==> src/rtl/pc_fetch_unit.sv <==
// pc_fetch_unit: program counter and instruction fetch sequencer.
// Issues a one-cycle read request at pc, captures the returned word into the
// instruction register, holds it until the control FSM signals completion
// (falling edge of stop), then advances pc sequentially or by jump/branch.
// Optional build macro FETCH_TIMEOUT_EN adds a wait-cycle limit that pulses
// fetch_err and re-issues the request at the same pc.
module pc_fetch_unit #(
  parameter logic [31:0] RESET_PC = 32'h0000_0000,
  parameter int unsigned TIMEOUT  = 16
) (
  input  logic        clk,
  input  logic        rst,
  input  logic        stop,
  input  logic        Jump,
  input  logic        Branch,
  input  logic        Zero,
  output logic        imem_req,
  output logic [31:0] imem_addr,
  input  logic [31:0] imem_rdata,
  input  logic        imem_valid,
  output logic [5:0]  OpCode,
  output logic [31:0] instr,
  output logic [31:0] pc,
  output logic        instr_valid,
  output logic        fetch_err
);

  typedef enum logic [1:0] {
    S_REQ  = 2'd0,
    S_WAIT = 2'd1,
    S_HOLD = 2'd2
  } state_t;

  state_t      state;
  logic [31:0] pc_r;
  logic [31:0] ir;
  logic        stop_q;
  logic        req_r;
  logic        valid_r;
  logic        complete;
  logic [31:0] pc4;
  logic [31:0] jump_target;
  logic [31:0] branch_target;
  logic [31:0] next_pc;

  // TIMEOUT outside 2..255 is not a supported configuration.
  if (TIMEOUT < 2 || TIMEOUT > 255) begin : g_timeout_unsupported
  end

  // Completion is a falling edge of stop seen while the instruction is held.
  assign complete = (state == S_HOLD) && stop_q && !stop;

  // Next-pc selection; jump outranks branch, arithmetic wraps modulo 2^32.
  always_comb begin
    pc4           = pc_r + 32'd4;
    jump_target   = {pc4[31:28], ir[25:0], 2'b00};
    branch_target = pc4 + {{14{ir[15]}}, ir[15:0], 2'b00};
    if (Jump) begin
      next_pc = jump_target;
    end else if (Branch && Zero) begin
      next_pc = branch_target;
    end else begin
      next_pc = pc4;
    end
  end

  // One-cycle delayed copy of stop for edge detection.
  always_ff @(posedge clk or posedge rst) begin
    if (rst) begin
      stop_q <= 1'b0;
    end else begin
      stop_q <= stop;
    end
  end

`ifdef FETCH_TIMEOUT_EN
  logic [7:0] wait_cnt;
  logic       err_r;

  // Fetch FSM with wait-cycle limit; a valid on the limit cycle still wins.
  // req_r is low in S_REQ only on the first cycle out of reset, which delays
  // the very first request by one clock so it never overlaps reset.
  always_ff @(posedge clk or posedge rst) begin
    if (rst) begin
      state    <= S_REQ;
      pc_r     <= RESET_PC;
      ir       <= '0;
      req_r    <= 1'b0;
      valid_r  <= 1'b0;
      wait_cnt <= '0;
      err_r    <= 1'b0;
    end else begin
      err_r <= 1'b0;
      case (state)
        S_REQ: begin
          if (!req_r) begin
            req_r <= 1'b1;
          end else begin
            req_r    <= 1'b0;
            wait_cnt <= '0;
            state    <= S_WAIT;
          end
        end
        S_WAIT: begin
          wait_cnt <= wait_cnt + 8'd1;
          if (imem_valid) begin
            ir      <= imem_rdata;
            valid_r <= 1'b1;
            state   <= S_HOLD;
          end else if (wait_cnt == 8'(TIMEOUT - 1)) begin
            err_r <= 1'b1;
            req_r <= 1'b1;
            state <= S_REQ;
          end
        end
        S_HOLD: begin
          if (complete) begin
            pc_r    <= next_pc;
            valid_r <= 1'b0;
            req_r   <= 1'b1;
            state   <= S_REQ;
          end
        end
        default: begin
          valid_r <= 1'b0;
          req_r   <= 1'b1;
          state   <= S_REQ;
        end
      endcase
    end
  end

  assign fetch_err = err_r;
`else
  // Fetch FSM; S_WAIT waits for imem_valid without limit.
  // req_r is low in S_REQ only on the first cycle out of reset, which delays
  // the very first request by one clock so it never overlaps reset.
  always_ff @(posedge clk or posedge rst) begin
    if (rst) begin
      state   <= S_REQ;
      pc_r    <= RESET_PC;
      ir      <= '0;
      req_r   <= 1'b0;
      valid_r <= 1'b0;
    end else begin
      case (state)
        S_REQ: begin
          if (!req_r) begin
            req_r <= 1'b1;
          end else begin
            req_r <= 1'b0;
            state <= S_WAIT;
          end
        end
        S_WAIT: begin
          if (imem_valid) begin
            ir      <= imem_rdata;
            valid_r <= 1'b1;
            state   <= S_HOLD;
          end
        end
        S_HOLD: begin
          if (complete) begin
            pc_r    <= next_pc;
            valid_r <= 1'b0;
            req_r   <= 1'b1;
            state   <= S_REQ;
          end
        end
        default: begin
          valid_r <= 1'b0;
          req_r   <= 1'b1;
          state   <= S_REQ;
        end
      endcase
    end
  end

  assign fetch_err = 1'b0;
`endif

  assign imem_req    = req_r;
  assign imem_addr   = pc_r;
  assign pc          = pc_r;
  assign instr       = ir;
  assign OpCode      = ir[31:26];
  assign instr_valid = valid_r;

endmodule

==> config.mk <==
export PLATFORM = sky130hd
export DESIGN_NAME = pc_fetch_unit
export DESIGN_NICKNAME = d
export VERILOG_FILES = /design/src/rtl/pc_fetch_unit.sv
export SDC_FILE = /design/constraint.sdc
export NUM_CORES = 1
export LEC_CHECK = 0
export CORE_UTILIZATION = 52
export CTS_BUF_LIST = sky130_fd_sc_hd__clkbuf_2 sky130_fd_sc_hd__clkbuf_4 sky130_fd_sc_hd__clkbuf_8
export CTS_CLUSTER_SIZE = 8
export DETAILED_ROUTE_END_ITERATION = 16
export HOLD_SLACK_MARGIN = 0.02
export PLACE_DENSITY = 0.93
export SLEW_MARGIN = 20
export SYNTH_ARGS = -nofsm -noshare
export SYNTH_HDL_FRONTEND = slang
export SYNTH_SLANG_ARGS = --single-unit
==> constraint.sdc <==
create_clock -name clk -period 4.3 [get_ports clk]
set_clock_uncertainty 0.2 [all_clocks]
set_input_delay 0.43 -clock clk [delete_from_list [all_inputs] [get_ports clk]]
set_output_delay 0.43 -clock clk [all_outputs]
set_load 0.05 [all_outputs]
==> results_dict.tcl <==
set metrics [dict create \
    outcome "completed" \
    antenna_found_initial 0 \
    setup_viol 0 \
    dpl.hpwl_mm 12.94 \
    critPathLaunchType "flip-flop" \
    ys_top_cells_by_area "dfrtp_1 (30%), ha_1 (8.2%), mux2_2 (7.0%)" \
    routabilityCongestion 0.9996 \
    cts_tree "yes" \
    async_flop_share_pct 100.0 \
    wirelength_mm 17.55 \
    drv_cap 0 \
    finalCriticalPeriod_ns 4.242 \
    vias 5712 \
    ys_warn_count 0 \
    synth_top_area_cell "dfrtp_1" \
    clk_latency_ns 0.36 \
    synth_top_family_by_area "compound AO/OA/AOI/OAI gates" \
    drv_slew 0 \
    worstSetupStartpoint "imem_addr[8]" \
    grt_pass1_wl_mm 27.71 \
    postCtsSetupBuffers 0 \
    io_buffers 138 \
    max_clock_freq_ghz 0.2357 \
    io_pins 144 \
    ant_nets 0 \
    whs_ns 0.2953 \
    wl_per_cell_um 19.72 \
    die_w_um 106.3 \
    dieArea_mm2 0.01130 \
    post_synth_xor_area_fraction_pct 7.122 \
    worst_slew_pin_slew_ns 0.8605 \
    core_mm2 0.01042 \
    cts_sinks 67 \
    post-route-period-util_pct 98.66 \
    synth-simple-area-share_pct 17.83 \
    hold_class "primary input to asynchronous set/reset pin" \
    r2r_start "imem_addr[8]" \
    path_max_fanout 8 \
    antenna_cells 0 \
    drc 0 \
    grt_max_degree 49 \
    synth_cells 650 \
    htree_levels 3 \
    cts_made_buffers 9 \
    start_util_pct 54.31 \
    drt_iter0_drc 692 \
    synth_compound_area_share_pct 20.95 \
    fin_nets 826 \
    synth_fa_ha_area_share_pct 8.538 \
    synth.avg_cell_area_um2 8.703 \
    grt_remaining_overflow 0 \
    ys_ff_latch 67 \
    die_h_um 106.3 \
    ys_seq_area_share_pct 29.64 \
    ys_types 65 \
    final_hold_viol_count 0 \
    grt_pass1_vias 5530 \
    drtPass1Iterations 6 \
    path_clk_slew_ns 0.08 \
    end_kind "flip-flop" \
    slew_headroom_pct 42.63 \
    avgViaCountPerCell 6.418 \
    clk_path_buf_depth 2 \
    setup-tns-final_ns 0 \
    area_growth_pct 26.30 \
    synth_top_area_share_pct 29.64 \
    cp.required_ns 4.32 \
    path_class "flip-flop to flip-flop" \
    drive_gt1_share_pct 10.21 \
    synth_ff_type "dfrtp_1" \
    gr-usage-all-layers_pct 31.26 \
    synthMuxAreaShare_pct 7.498 \
    synth_edf_count 0 \
    crit_arrival_ns 4.26 \
    synth_area_mm2 0.005657 \
    cts-root-buf "clkbuf_8" \
    rows 37 \
]
## cells in the mapped netlist (all sizes together), types with 2 or more instances
| master | n |
|---|---|
| dfrtp | 67 |
| nand2 | 58 |
| o21ai | 46 |
| a21oi | 45 |
| buf | 41 |
| ha | 37 |
| nor2 | 36 |
| mux2 | 35 |
| xnor2 | 30 |
| clkbuf | 25 |
| nand3 | 20 |
| inv | 18 |
| nor3 | 18 |
| xor2 | 16 |
| a211oi | 14 |
| a21o | 13 |
| o211ai | 13 |
| and3 | 12 |
| nand4 | 12 |
| and2 | 8 |
| o21bai | 7 |
| and4 | 5 |
| o21a | 5 |
| nand3b | 4 |
| nor2b | 4 |
| nor4 | 4 |
| o31ai | 4 |
| a311o | 3 |
| and3b | 3 |
| mux2i | 3 |
| o211a | 3 |
| o22a | 3 |
| a2111oi | 2 |
| a221o | 2 |
| a221oi | 2 |
| a22o | 2 |
| a31oi | 2 |
| a41oi | 2 |
| nand2b | 2 |
| o221ai | 2 |
| o22ai | 2 |
| o31a | 2 |
| or3 | 2 |
| or4 | 2 |
| or4b | 2 |
## worst max-delay path, cell delays in order (launching register included)
cell       delay [ns]
dfrtp_1          0.51
and4_4           0.32
and4_1           0.22
nand3_1          0.22
nor2_2           0.24
and3_1           0.19
xor2_1           0.31
ha_2             0.31
a21oi_1          0.08
o31a_1           0.28
a21oi_1          0.19
nand2_1          0.14
o211ai_1         0.28
nand2_1          0.15
a211oi_1         0.30
o2111ai_1        0.16
## state kept, by name (all words and copies together) (netlist names)
| register | cells |
|---|---|
| instr_valid | 1 |
| imem_addr | 30 |
| stop_q | 1 |
| state | 2 |
| instr | 32 |
| imem_req | 1 |
## logic make-up (layout without fill, tap and decap cells)
kind of cell    Yosys count  after routing
xor+xnor                 46             46
fa+ha+maj                38             38
mux                      38             38
buf+inv                  85            185
simple gates            194            194
flops                    67             67
other cells               1              5
compound gates          181            181
## timing repair
action / 4_1_cts / 5_1_grt
endpoints found under the setup margin: 0 / 4
hold buffers: 0 / 0
gates resized for setup: 0 / 6
## cells in the final DEF, fill, tap and decap left out, types with 7 or more instances in the layout
cell type / Yosys / routed
xor2_1: 16 / 16
clkbuf_8: 0 / 10
dfrtp_1: 67 / 66
o21bai_1: 7 / 7
a21oi_1: 45 / 45
inv_1: 18 / 17
o21ai_0: 44 / 44
nand3_1: 20 / 20
a21o_1: 12 / 12
xnor2_1: 30 / 30
and2_1: 7 / 7
and3_1: 12 / 12
ha_1: 37 / 36
nand2_1: 58 / 58
clkdlybuf4s50_1: 0 / 138
nand4_1: 11 / 11
o211ai_1: 13 / 13
a211oi_1: 14 / 14
nor3_1: 18 / 16
nor2_1: 36 / 35
mux2_2: 35 / 35
buf_4: 41 / 11
## area by class of cell
| cell class | count | area, µm² |
|---|---|---|
| well taps | 136 | 170.2 |
| clock buffers | 10 | 137.6 |
| clock inverters | 6 | 65.06 |
| flip-flops and latches | 67 | 1678 |
| inverters | 19 | 71.32 |
| multi-input cells | 502 | 3543 |
| fillers | 761 | 3272 |
| repair buffers | 150 | 1479 |
## metrics by stage
stage / util, % / setup slack (ns) / area [µm²] / std cells
2_1_floorplan: - / 0.2284 / 5672 / 654
3_3_place_gp: 66.28 / 0.4079 / 6904 / 873
3_5_place_dp: 66.28 / 0.2025 / 6904 / 873
4_1_cts: 68.23 / 0.1631 / 7107 / 889
5_1_grt: 68.59 / -0.001088 / 7144 / 890
6_report: 68.59 / 0.05783 / 7144 / 890
## path summary, 6_finish.rpt
kind	end	slack, ns	cells past startpoint
max	imem_addr[31]	0.06	15
min	instr[23]	0.30	2
max reg2reg	imem_addr[31]	0.06	15
min reg2reg	state[0]	0.30	1
max in group asynchronous	imem_addr[12]	2.63	3
min in group clk	state[0]	0.30	1
## metal layers
layer  routed length (µm)  global-route usage (%)  vias up  part of all wire [%]
li1                     -                       -     2536                     -
met1                 6903                   39.41     2709                    39
met2                 8365                   51.39      389                    48
met3                 1611                   4.660       78                   9.2
met4                  673                   17.06        0                   3.8
met5                    0                       0        -                     0
Power is left out: the tool's default activity adds up to more than one toggle a clock period on the data nets, which glitch-free logic cannot reach.
